`config.mk`:
```
export PLATFORM = sky130hd
export DESIGN_NAME = fifo_arbiter
export DESIGN_NICKNAME = d
export VERILOG_FILES = /design/src/rtl/fifo_arbiter_pkg.sv /design/src/rtl/rr_arbiter.sv /design/src/rtl/fifo_arbiter.sv
export SDC_FILE = /design/constraint.sdc
export NUM_CORES = 1
export LEC_CHECK = 0
export CORE_ASPECT_RATIO = 1.75
export CORE_MARGIN = 1.5
export CORE_UTILIZATION = 32
export DETAILED_ROUTE_END_ITERATION = 8
export DONT_BUFFER_PORTS = 1
export PLACE_DENSITY = 0.47
export SLEW_MARGIN = 20
export SYNTH_ARGS = -nofsm -noshare
export SYNTH_HDL_FRONTEND = slang
export SYNTH_SLANG_ARGS = --single-unit
```
`constraint.sdc`:
```
create_clock -name clk -period 2.5 [get_ports clk]
set_input_delay 0.125 -clock clk [delete_from_list [all_inputs] [get_ports clk]]
set_output_delay 0.125 -clock clk [all_outputs]
set_load 0.005 [all_outputs]
```
`src/rtl/fifo_arbiter_pkg.sv`:
```
// Shared constants and helpers for the fifo push arbiter / pop sequencer slice.
package fifo_arbiter_pkg;

  localparam int unsigned OBUF_DEPTH = 2;

  function automatic int unsigned idx_width(input int unsigned n);
    return (n > 1) ? $clog2(n) : 1;
  endfunction

endpackage

```
`src/rtl/rr_arbiter.sv`:
```
// Round-robin arbiter: search starts at ptr_q, pointer moves past the winner on advance.
module rr_arbiter
  import fifo_arbiter_pkg::*;
#(
  parameter int unsigned NREQ = 4,
  localparam int unsigned IW = idx_width(NREQ)
) (
  input  logic            clk,
  input  logic            rst_n,
  input  logic [NREQ-1:0] req,
  input  logic            advance,
  output logic [NREQ-1:0] grant,
  output logic [IW-1:0]   grant_idx
);

  logic [IW-1:0] ptr_q, ptr_d;
  logic [IW-1:0] cand;
  logic          found;

  // ptr_q holds (last_grant + 1) mod NREQ, so reset to 0 makes producer 0 first.
  always_comb begin
    found     = 1'b0;
    grant_idx = '0;
    cand      = '0;
    for (int unsigned k = 0; k < NREQ; k++) begin
      cand = IW'((32'(ptr_q) + k) % NREQ);
      if (!found && req[cand]) begin
        found     = 1'b1;
        grant_idx = cand;
      end
    end
    grant = found ? (NREQ'(1) << grant_idx) : '0;
  end

  always_comb begin
    ptr_d = ptr_q;
    if (advance) begin
      ptr_d = (grant_idx == IW'(NREQ - 1)) ? '0 : grant_idx + 1'b1;
    end
  end

  always_ff @(posedge clk or negedge rst_n) begin
    if (!rst_n) ptr_q <= '0;
    else        ptr_q <= ptr_d;
  end

endmodule

```
`src/rtl/fifo_arbiter.sv`:
```
// Push arbiter for NREQ producers onto a shared fifo, plus pop sequencer and
// 2-entry output buffer that hides the fifo's 1-cycle read latency.
module fifo_arbiter
  import fifo_arbiter_pkg::*;
#(
  parameter int unsigned WIDTH = 8,
  parameter int unsigned NREQ  = 4
) (
  input  logic                    clk,
  input  logic                    rst_n,
  input  logic [NREQ-1:0]         req_valid,
  input  logic [NREQ*WIDTH-1:0]   req_data,
  output logic [NREQ-1:0]         req_ready,
  output logic [$clog2(NREQ)-1:0] grant_id,
  output logic                    fifo_push_en,
  output logic [WIDTH-1:0]        fifo_push_data,
  input  logic                    fifo_full,
  output logic                    fifo_pop_en,
  input  logic [WIDTH-1:0]        fifo_pop_data,
  input  logic                    fifo_empty,
  output logic                    out_valid,
  output logic [WIDTH-1:0]        out_data,
  input  logic                    out_ready
);

  localparam int unsigned IW = $clog2(NREQ);
  localparam int unsigned CW = $clog2(OBUF_DEPTH + 1);

  logic [NREQ-1:0]  arb_grant;
  logic [IW-1:0]    arb_idx;
  logic             fire;
  logic             inflight_q, inflight_d;
  logic [CW-1:0]    cnt_q, cnt_d;
  logic [WIDTH-1:0] buf_q [OBUF_DEPTH];
  logic [WIDTH-1:0] buf_d [OBUF_DEPTH];

  rr_arbiter #(.NREQ(NREQ)) u_rr (
    .clk       (clk),
    .rst_n     (rst_n),
    .req       (req_valid),
    .advance   (fifo_push_en),
    .grant     (arb_grant),
    .grant_idx (arb_idx)
  );

  // rst_n gates the combinational paths so outputs drop the moment reset asserts.
  always_comb begin
    fifo_push_en   = rst_n && !fifo_full && (|req_valid);
    req_ready      = fifo_push_en ? arb_grant : '0;
    grant_id       = fifo_push_en ? arb_idx : '0;
    fifo_push_data = req_data[arb_idx*WIDTH +: WIDTH];
  end

  always_comb begin
    fire        = (cnt_q != '0) && out_ready;
    fifo_pop_en = rst_n && !fifo_empty &&
                  ((3'(cnt_q) + 3'(inflight_q)) < (3'(OBUF_DEPTH) + 3'(fire)));
    inflight_d  = fifo_pop_en;
    out_valid   = (cnt_q != '0);
    out_data    = buf_q[0];
  end

  // Entry 0 is always the head; a capture lands in the first free slot after any shift.
  always_comb begin
    buf_d = buf_q;
    cnt_d = cnt_q;
    case ({fire, inflight_q})
      2'b10: begin
        buf_d[0] = buf_q[1];
        cnt_d    = cnt_q - 1'b1;
      end
      2'b01: begin
        if (cnt_q == '0) buf_d[0] = fifo_pop_data;
        else             buf_d[1] = fifo_pop_data;
        cnt_d = cnt_q + 1'b1;
      end
      2'b11: begin
        if (cnt_q == CW'(1)) begin
          buf_d[0] = fifo_pop_data;
        end else begin
          buf_d[0] = buf_q[1];
          buf_d[1] = fifo_pop_data;
        end
      end
      default: ;
    endcase
  end

  always_ff @(posedge clk or negedge rst_n) begin
    if (!rst_n) begin
      inflight_q <= 1'b0;
      cnt_q      <= '0;
      for (int unsigned i = 0; i < OBUF_DEPTH; i++) buf_q[i] <= '0;
    end else begin
      inflight_q <= inflight_d;
      cnt_q      <= cnt_d;
      buf_q      <= buf_d;
    end
  end

  assert property (@(posedge clk) disable iff (!rst_n)
    !(inflight_q && !fire && (cnt_q == CW'(OBUF_DEPTH))));

endmodule

```
==> results.yml <==
logic_synthesis:
  ys_ff_latch: 21
  postSynthCellCount: 142
  yosysTopAreaCell: "dfrtp_1"
  syn_area_per_cell_um2: 10.2
  yosys_warnings: 0
  netlist_area_um2: 1450
  ys_types: 32
  synth_area_leaders: "dfrtp_1 (36%), mux2i_1 (18%), mux2_2 (7.0%)"
  netlist.area_leader.share: 0.362
  syn-num-nets: 198
  seq_area_frac_synth: 0.362
grt:
  met3_usage: 0.0147
  gr-usage-met2: 0.212
  grt-busiest-layer: "met2"
  grt_pass1_wl_um: 4240
  grt_max_degree: 22
  grtUsageTotal: 0.112
  grt_pass1_vias: 999
  grt_overflow: 0
  antenna_found_initial: 0
  gr-usage-met1: 0.106
die:
  fp.dieH_um: 92.1
  dieArea_um2: 4960
  start_util: 0.333
  io_pins: 74
  fp.coreArea_um2: 4360
  die_w_um: 53.9
  row_count: 32
clock_tree:
  cts-root-buf: "clkbuf_8"
  cts.sinks: 21
  clk_latency_ns: 0.25
  cts_tree: "done"
  cts_made_buffers: 3
  clk_pin_slew_ns: 0.07
  cts_buffer_depth: 2
  htreeDepth: 1
setup_path:
  cp_max_fo: 8
  cp.required_ns: 2.64
  ff2ff_path_depth: 10
  crit_path_end_kind: "register"
  cp_top_family: "adder cells"
  worstSetupPathType: "reg2reg"
  start_kind: "register"
  path_buf_inv: 4
  rr_startpoint: "cnt_q[0]"
  crit_path_frequent_cell: "inv_1"
  rr_endpoint: "buf_q[6]"
  r2r_setup_slack_ns: 0.49
  cp.arrival_ns: 2.14
  slowest_stage: "dfrtp_1"
  worstPathCellList: "inv_1 > ha_1 > inv_1 > nand2_1 > inv_1 > ha_1 > nand2_1 > o211ai_1 > buf_4 > mux2_2"
  max_stage_delay_ns: 0.41
cells_and_area:
  antennaDiodeCount: 0
  final_common_cell: "mux2i_1"
  drive_gt1_frac: 0.143
  finalInstanceArea_um2: 1510
  syn_to_final_growth_pct: 3.97
  nFillCells: 452
  layout_common_cells: "mux2i_1 (26), dfrtp_1 (21), nand2_1 (13)"
  nNetsFinal: 197
sta:
  skew_ns: 0.00215
  relSlewSlack: 0.649
  period_minus_slack_ns: 2.01
  tns_ns: 0
  setup_viol: 0
  tightest_slew_ns: 0.524
  fmax_ghz: 0.498
  fin_crit_sh: 0.803
  rsz0062_at_grt: "false"
  drv_slew: 0
  finalHoldViolCount: 0
route:
  viasPerCell: 5.29
  finalWirelength_um: 2700
  wl_per_cell_um: 14.2
  dr.pass1.iters: 4
  post-route-drc-count: 0
  dr_total_vias: 1010
  drt_first_iter_violations: 18
  ant_nets: 0
placed_design:
  gp_congestion: 0.821
  place_area_um2: 1440
  io_buffer_count: 0
  dp_hpwl_um: 2240
worst_hold_path:
  worstHoldEndpoint: "buf_q[7]"
  hold_path.class: "in2reg"
  hold_start: "fifo_pop_data[7]"
  min_path_cells: 1
run:
  timing.max_cap.violations: 0
status:
  status: "finished clean"
power:
  p_leak_nw: 0.740
  pwr_density_cell_nw_per_um2: 1030
  ir_worst_vdd_uv: 410
  p_total_w: 0.00155
[cells in the mapped netlist]
library cell / instances
mux2i_1: 26
dfrtp_1: 21
nand2_1: 13
o21ai_0: 12
mux2_2: 9
a22oi_1: 8
buf_4: 8
inv_1: 8
ha_1: 7
a21oi_1: 4
and2_1: 3
and3_1: 2
nor2_1: 2
a21bo_2: 1
a221o_1: 1
and3b_1: 1
buf_1: 1
buf_12: 1
buf_2: 1
buf_6: 1
clkbuf_1: 1
nand2b_1: 1
nand3_1: 1
nor2b_1: 1
nor3b_1: 1
nor3b_2: 1
nor4_1: 1
o211ai_1: 1
o21a_1: 1
o2bb2a_1: 1
xnor2_1: 1
xor2_1: 1
[per-layer routing]
metal | up-vias | share of wire | wire, um
met2 | 62 | 0.55 | 1500
met5 | - | 0 | 0
met1 | 455 | 0.34 | 921
met4 | 0 | 0.016 | 44
met3 | 2 | 0.088 | 239
li1 | 491 | - | -
[cells by family after synthesis]
| logic type | Yosys count | synth area share |
|---|---|---|
| AO/OA/AOI/OAI | 29 | 0.128 |
| XOR/XNOR | 2 | 0.0121 |
| adder cells (fa/ha/maj) | 7 | 0.0603 |
| buffers and inverters | 21 | 0.0922 |
| flip-flops | 21 | 0.362 |
| multiplexers | 35 | 0.249 |
| AND/OR/NAND/NOR | 27 | 0.0966 |
[worst max-delay path by stage]
| stage | start | end | slack [ns] | depth (start not counted) |
|---|---|---|---|---|
| after CTS | cnt_q[0] | buf_q[6] | 0.13 | 7 |
| after detailed placement | cnt_q[0] | buf_q[6] | 0.14 | 7 |
| final | cnt_q[0] | buf_q[6] | 0.49 | 10 |
| after floorplan | cnt_q[0] | buf_q[0] | 0.46 | 7 |
| after global placement | cnt_q[0] | buf_q[5] | 0.25 | 7 |
| after global routing | cnt_q[0] | buf_q[1] | 0.32 | 10 |
[registers in the layout, indices dropped and copies added (netlist names)]
register and cells:
out_data 8, cnt_q 2, buf_q 8, inflight_q 1
u_rr.ptr_q 2
[timing repair]
action | in CTS | in global routing
resized for setup | 0 | 0
endpoints found under the setup margin | 0 | 1
hold buffers | 1 | 1
endpoints found under the hold margin | 21 | 21
setup buffers | 0 | 1
[worst reg2reg max path: stages, from the launching register on]
cell	delay (ns)
dfrtp_1	0.41
inv_1	0.06
ha_1	0.23
inv_1	0.10
nand2_1	0.09
inv_1	0.08
ha_1	0.21
nand2_1	0.09
o211ai_1	0.09
buf_4	0.19
mux2_2	0.35
[power by group]
| part | internal [W] | switching [W] |
|---|---|---|
| Sequential | 0.000505 | 0.000121 |
| Clock | 0.000113 | 0.0000999 |
| Combinational | 0.000363 | 0.000350 |
| Total | 0.000981 | 0.000571 |
[layout make-up]
type | instances | area, um2 | area share
inverter | 8 | 30.0 | 0.0199
sequential | 21 | 526 | 0.348
timing repair buffer | 7 | 52.6 | 0.0348
clock buffer | 4 | 45.0 | 0.0299
tap | 51 | 63.8 | 0.0423
multi-input combinational | 100 | 792 | 0.525
[through the flow]
step                utilization  setup WS, ns  hold slack [ns]  std cells
floorplan                     -         0.459           -0.171        142
global placement          0.330         0.252           -0.170        184
detailed placement        0.330         0.145           -0.170        184
CTS                       0.343         0.133           0.0108        189
global route              0.346         0.318           0.0131        191
finish                    0.346         0.493           0.0194        191
Power figures use the tool's default switching activity.
